<file path="src/rtl/z80_incdec_pkg.sv">
// Shared types and op-list helpers for the Z80 16-bit increment/decrement sequencer.
// Register-pair selectors follow the Z80 dd field encoding (normally provided by z80.vh).
`ifndef REG_BC
`define REG_BC 2'b00
`define REG_DE 2'b01
`define REG_HL 2'b10
`define REG_SP 2'b11
`endif

package z80_incdec_pkg;

  localparam int MAX_OPS = 3;

  localparam logic [1:0] ST_IDLE = 2'd0;
  localparam logic [1:0] ST_RD   = 2'd1;
  localparam logic [1:0] ST_WR   = 2'd2;

  typedef struct packed {
    logic [1:0] pair;
    logic       dec;
  } op_t;

  // Block updates walk HL, optionally DE, then BC; BC always counts down.
  function automatic op_t op_at(input logic block, input logic use_de,
                                input logic [1:0] dd, input logic dec,
                                input logic [1:0] idx);
    op_t op;
    op.pair = dd;
    op.dec  = dec;
    if (block) begin
      if (idx == 2'd0) begin
        op.pair = `REG_HL;
      end else if (idx == 2'd1 && use_de) begin
        op.pair = `REG_DE;
      end else begin
        op.pair = `REG_BC;
        op.dec  = 1'b1;
      end
    end
    return op;
  endfunction

  function automatic logic [1:0] last_idx(input logic block, input logic use_de);
    if (!block) return 2'd0;
    if (use_de) return 2'(MAX_OPS - 1);
    return 2'd1;
  endfunction

endpackage

</file>
<file path="src/rtl/z80_incdec16.sv">
// Combinational 16-bit +/-1 unit shared by every register-pair update.
module z80_incdec16 #(
  parameter int DATA_W = 16
) (
  input  logic [DATA_W-1:0] a,
  input  logic              dec,
  output logic [DATA_W-1:0] y
);

  assign y = dec ? (a - DATA_W'(1)) : (a + DATA_W'(1));

endmodule

</file>
<file path="src/rtl/z80_incdec_sequencer.sv">
// Steps register pairs through the single shared +/-1 unit: INC/DEC dd and the
// HL/DE/BC pointer and counter updates of LDI/LDD/CPI/CPD.
module z80_incdec_sequencer
  import z80_incdec_pkg::*;
#(
  parameter int DATA_W = 16,
  parameter int SEL_W  = 2
) (
  input  logic              clk,
  input  logic              reset_n,
  input  logic              cmd_valid,
  output logic              cmd_ready,
  input  logic              cmd_block,
  input  logic [SEL_W-1:0]  cmd_dd,
  input  logic              cmd_dec,
  input  logic              cmd_use_de,
  input  logic              abort,
  output logic [SEL_W-1:0]  rd_sel,
  input  logic [DATA_W-1:0] rd_data,
  output logic              wr_en,
  output logic [SEL_W-1:0]  wr_sel,
  output logic [DATA_W-1:0] wr_data,
  output logic              done,
  output logic              bc_zero
);

  logic [1:0]        state_reg, state_next;
  logic [1:0]        op_idx_reg, op_idx_next;
  logic [DATA_W-1:0] operand_reg;
  logic              bc_zero_reg;
  logic              cmd_block_reg;
  logic [SEL_W-1:0]  cmd_dd_reg;
  logic              cmd_dec_reg;
  logic              cmd_use_de_reg;

  op_t               cur_op;
  logic              last_op;
  logic              accept;
  logic [DATA_W-1:0] alu_y;

  assign cur_op  = op_at(cmd_block_reg, cmd_use_de_reg, cmd_dd_reg, cmd_dec_reg, op_idx_reg);
  assign last_op = (op_idx_reg == last_idx(cmd_block_reg, cmd_use_de_reg));

  z80_incdec16 #(.DATA_W(DATA_W)) u_incdec (
    .a   (rd_data),
    .dec (cur_op.dec),
    .y   (alu_y)
  );

  // abort wins over acceptance and over the write strobe in the same cycle.
  assign cmd_ready = (state_reg == ST_IDLE) && !abort;
  assign accept    = cmd_valid && cmd_ready;
  assign wr_en     = (state_reg == ST_WR) && !abort;
  assign done      = wr_en && last_op;
  assign rd_sel    = cur_op.pair;
  assign wr_sel    = cur_op.pair;
  assign wr_data   = operand_reg;
  assign bc_zero   = bc_zero_reg;

  always_comb begin
    state_next  = state_reg;
    op_idx_next = op_idx_reg;
    case (state_reg)
      ST_IDLE: begin
        if (accept) begin
          state_next  = ST_RD;
          op_idx_next = 2'd0;
        end
      end
      ST_RD: begin
        state_next = abort ? ST_IDLE : ST_WR;
      end
      ST_WR: begin
        if (abort || last_op) begin
          state_next = ST_IDLE;
        end else begin
          state_next  = ST_RD;
          op_idx_next = op_idx_reg + 2'd1;
        end
      end
      default: state_next = ST_IDLE;
    endcase
  end

  always_ff @(posedge clk or negedge reset_n) begin
    if (!reset_n) begin
      state_reg      <= ST_IDLE;
      op_idx_reg     <= 2'd0;
      operand_reg    <= '0;
      bc_zero_reg    <= 1'b0;
      cmd_block_reg  <= 1'b0;
      cmd_dd_reg     <= '0;
      cmd_dec_reg    <= 1'b0;
      cmd_use_de_reg <= 1'b0;
    end else begin
      state_reg  <= state_next;
      op_idx_reg <= op_idx_next;
      if (accept) begin
        cmd_block_reg  <= cmd_block;
        cmd_dd_reg     <= cmd_dd;
        cmd_dec_reg    <= cmd_dec;
        cmd_use_de_reg <= cmd_use_de;
      end
      if (state_reg == ST_RD && !abort) begin
        operand_reg <= alu_y;
      end
      // Only the closing BC write of a block instruction feeds P/V.
      if (wr_en && cmd_block_reg && last_op) begin
        bc_zero_reg <= (operand_reg == '0);
      end
    end
  end

endmodule

</file>
<file path="config.mk">
export PLATFORM = sky130hd
export DESIGN_NAME = z80_incdec_sequencer
export DESIGN_NICKNAME = d
export VERILOG_FILES = /design/src/rtl/z80_incdec_pkg.sv /design/src/rtl/z80_incdec16.sv /design/src/rtl/z80_incdec_sequencer.sv
export SDC_FILE = /design/constraint.sdc
export NUM_CORES = 1
export LEC_CHECK = 0
export CAP_MARGIN = 20
export CORE_MARGIN = 5
export CORE_UTILIZATION = 49
export CTS_CLUSTER_SIZE = 10
export DETAILED_ROUTE_END_ITERATION = 7
export PLACE_DENSITY = 0.76
export SYNTH_ARGS = -nofsm -noshare
export SYNTH_HDL_FRONTEND = slang
export SYNTH_HIERARCHICAL = 1
export SYNTH_SLANG_ARGS = --single-unit
</file>
<file path="constraint.sdc">
create_clock -name clk -period 4.1 [get_ports clk]
set_clock_uncertainty 0.1 [all_clocks]
set_input_delay 0.615 -clock clk [delete_from_list [all_inputs] [get_ports clk]]
set_output_delay 0.615 -clock clk [all_outputs]
set_load 0.03 [all_outputs]
</file>
[After elaboration in Yosys (flattened, before gate mapping)]
Index checks and enable logic that the tools add are counted.
W data, S select, Z words.
Cells by class
  equality and inequality tests: 6
  $add $sub $neg: 3
  reductions and logical operators: 15
  muxes and demuxes: 19
Operators by type and width (number)
  $mux W2: 9
  $add A16 B1 Y16 const B: 1
  $logic_not A16 Y1: 1
  $mux W16: 1
  $sub A16 B1 Y16 const B: 1
  $logic_and A1 B1 Y1: 8
  $mux W1: 6
  $pmux W2 S3: 1
  $eq A2 B1 Y1 const B: 2
  $logic_not A2 Y1: 2
  $ne A2 B2 Y1 const B: 2
  $pmux W2 S2: 1
  $mux W3: 1
  $reduce_and A3 Y1: 1
  $add A2 B1 Y2 const B: 1
  $eq A2 B2 Y1: 1
  $eq A2 B2 Y1 const B: 1
  $reduce_bool A2 Y1: 1
  $logic_not A1 Y1: 1
  $logic_or A1 B1 Y1: 1
Storage, ports and cells
  flip-flop bits (word level): 26
  bits of input ports: 25
  output and inout port bits: 24
  word-level logic and storage cells: 51

[Depth between registers and ports, before layout]
  word-level depth: 8
  gate-level depth with buffers: 12
  mapped depth without buffers: 11

[Hierarchy]
Netlist, hierarchy kept.
Modules (own cells, without submodules)
  z80_incdec_sequencer: cells an instance 91, sequential area each 650.6 µm², instances 1, area each 1216.2 µm²
  z80_incdec16: cells an instance 101, sequential area each 0.0 µm², instances 1, area each 737.0 µm²

[Least setup slack after synthesis]
No wires, ideal clock.
  path kind: reg-to-reg
  start: reg op_idx_reg[1]
  end: reg operand_reg[10] (netlist: wr_data[10])
  period minus slack after synthesis: 2.930 ns
  required time: 3.875 ns
  buffers on the path: 0
  stages on the path, launching flop included: 12
  arrival time: 2.705 ns
  setup slack: 1.170 ns
  setup time: 0.125 ns
  path through: dfrtp_1 > inv_1 > ha_1 > nand2_1 > a31o_2 > fa_1 > a21o_4 > a311oi_2 > o21ai_1 > a311oi_1 > nor3_1 > mux2_2
RTL lines
  from (decl): RTL line z80_incdec_sequencer.sv:28  | logic [1:0] op_idx_reg, op_idx_next;
  from (signal assigned): RTL line z80_incdec_sequencer.sv:97  | op_idx_reg <= op_idx_next;
  to (signal assigned): RTL line z80_incdec_sequencer.sv:105  | operand_reg <= alu_y;
  to (decl): RTL line z80_incdec_sequencer.sv:29  | logic [DATA_W-1:0] operand_reg;

==> flow_summary.toml <==
[floorplanning]
core.rowCount = 23
pin_count = 49
die_w_microns = 73.1
die_h_microns = 73.1
initial_core_util_pct = 49.5
fp.dieArea_sq_mm = 0.00535
fp.coreArea_sq_mm = 0.00394

[route]
drtPass1Iterations = 4
post_drt_wl_per_cell_microns = 14.5
ant_nets = 0
dr_wl_met3_microns = 252
top_layer = "met4"
via_per_inst = 5.39
drt_iter0_drc = 47
routed-wl-met2_microns = 2020
m1WireLength_microns = 1860
post-route-drc-count = 0
via_count = 1548
drt-total-wl_microns = 4160

[power_and_ir_drop]
p_per_area_mw_per_mm2 = 591
power_frac_seq_pct = 29.3
p_sw_share_pct = 43.5
p_leak_nw = 1.05
intPower_uw = 836
pwr-share-clk_pct = 9.1
combPwrFrac_pct = 61.6
p_switching_uw = 643
ir_drop_mv = 0.205

[grt]
grt_pass1_vias = 1470
overflow = 0
track_usage_pct = 15.7
antenna_found_initial = 0
grt_pass1_wl_microns = 6700
grt_max_degree = 27

[timing]
max_slew_margin_pct = 71.6
tns_ps = 0
setup_violations = 0
period_needed_ps = 3190
finalCritPeriodShare_pct = 77.9
worst_slew_pin_slew_ps = 423
grt_setup_unrepaired = "false"
layout_setup_ws_ps = 907
worst_hold_slack_ps = 415
timing.fmax_mhz = 313
hold_viol = 0
slew_viol_final = 0

[cts]
clk_latency_ps = 260
ctsResizeCount = 0
numCtsBuffers = 3
h-tree-depth = 1
cts_tree = "built"
holdBufCountCts = 0
post_cts_buffers = 0
cts-root-buf = "clkbuf_8"
numClockSinks = 26
clkTransAtPathRegs_ps = 80
clockBufferDepth = 2

[logic_synthesis]
ys_seq_area_share_pct = 33.3
syn_area_sq_mm = 0.00195
postSynthCellCount = 192
ys_async_sr_fraction_pct = 100
synth_fa_ha_area_share_pct = 11.3
synth_area_per_cell_sq_um = 10.2
synth-edff-count = 0
synthesis.nets = 234
synthMuxAreaShare_pct = 15.3
synth-xor-area-share_pct = 6.73
synth.most_common_cell = "dfrtp_1"
synth.area.top_cells = "dfrtp_1 33%, mux2_2 13%, ha_1 10%"
synth.distinct_cells = 45
synth_compound_area_share_pct = 15.1
synth_top_family_by_area = "multiplexers"
yosys_warnings = 6
synthSimpleGateAreaFrac_pct = 13.9
ys_top_cells_by_count = "26 x dfrtp_1, 23 x mux2_2, 17 x a21oi_1, 16 x ha_1, 11 x nand2_1"
synth_top_cell_area_share_pct = 33.3
synth_top_cell_by_area = "dfrtp_1"
synth_ff_type = "dfrtp_1"
ys_ff_latch = 26

[placed_design]
dpl-instance-area_sq_mm = 0.00246
dp_hpwl_microns = 3370
gp_congestion = 0.836
post-place-ws_ps = 921
io_buffers = 48

[setup_path]
critPathRequiredTime_ps = 4150
crit_fanout = 16
worst-setup-path-type = "reg -> reg"
critical_path.slowest_cell = "fa_1"
arrival_ps = 3240
path_buf_inv = 1
slowest_delay_ps = 460
cp_cell_sequence = "inv_1, ha_1, nand2_1, a31o_2, fa_1, a21o_4, a311oi_2, o21ai_1, a311oi_1, nor3_1, mux2_2"
crit_family = "compound AO/OA/AOI/OAI gates"
end_kind = "register"
start_kind = "register"

[final_layout]
final_area_sq_mm = 0.00250
areaGrowthSynthToFinish_pct = 28.2
n_antenna_cell = 0
nets = 281
final_util_pct = 63.5
largest_reg_flops = 16
drive_gt1_share_pct = 15.2

[worst_hold_path]
hp-class = "reg -> reg"

[flow_run]
maxCapViolCount = 0

[run_status]
status = "completed"
-- routing by layer --
metal / global-route usage (%) / up-vias
met5: 0 / -
met4: 3.69 / 0
met2: 27.0 / 46
met1: 21.3 / 703
met3: 1.38 / 2
li1: - / 797
-- kinds of logic after synthesis --
logic type / after synthesis
simple gates: 46
xor+xnor: 15
mux: 27
flops: 26
fa+ha+maj: 17
buf+inv: 18
compound gates: 43
-- area by class of cell --
class / count / area, sq um
repair buffers: 50 / 495
multi-input cells: 148 / 1220
clock buffers: 3 / 41.3
fillers: 346 / 1440
well taps: 50 / 62.6
flip-flops and latches: 26 / 651
inverters: 10 / 37.5
-- final timing paths --
kind | start | endpoint | slack [ps] | depth (start not counted)
max | op_idx_reg[1] | wr_data[10] | 910 | 11
min | cmd_dd_reg[0] | cmd_dd_reg[0] | 420 | 1
max reg2reg | op_idx_reg[1] | wr_data[10] | 910 | 11
min reg2reg | cmd_dd_reg[0] | cmd_dd_reg[0] | 420 | 1
max in group asynchronous | reset_n | bc_zero | 3030 | 2
min in group asynchronous | reset_n | wr_data[10] | 620 | 2
-- cell usage in the layout (no fill, tap or decap), drive strengths merged, types with 2 or more instances in the layout --
master         count
nor4               5
nor3b              2
clkdlybuf4s50     48
o211ai             4
dfrtp             26
buf                2
o21bai             2
nor3               6
mux2              23
nor2               7
a21oi             17
xor2               5
xnor2             10
nand3              5
a21o               4
o21ai              7
mux2i              4
ha                16
clkbuf             3
inv                9
a311oi             2
nand2             11
-- worst register-to-register path: stages (launching register included) --
cell and delay [ps]:
dfrtp_1 450, inv_1 100, ha_1 140, nand2_1 70
a31o_2 390, fa_1 470, a21o_4 240, a311oi_2 340
o21ai_1 160, a311oi_1 300, nor3_1 80, mux2_2 270
-- metrics by stage --
stage,std cells,power (mW)
finish,287,1.48
global route,287,1.58
CTS,287,1.49
detailed placement,284,1.35
global placement,284,1.33
floorplan,192,1.04
-- power groups by stage --
stage	logic, mW	clock network (mW)	registers [mW]
after floorplan	0.468	0	0.574
after global placement	0.899	0	0.434
after detailed placement	0.913	0	0.438
after CTS	0.916	0.141	0.434
after global routing	0.978	0.151	0.449
final	0.911	0.135	0.433
(Power assumes the default switching activity.)
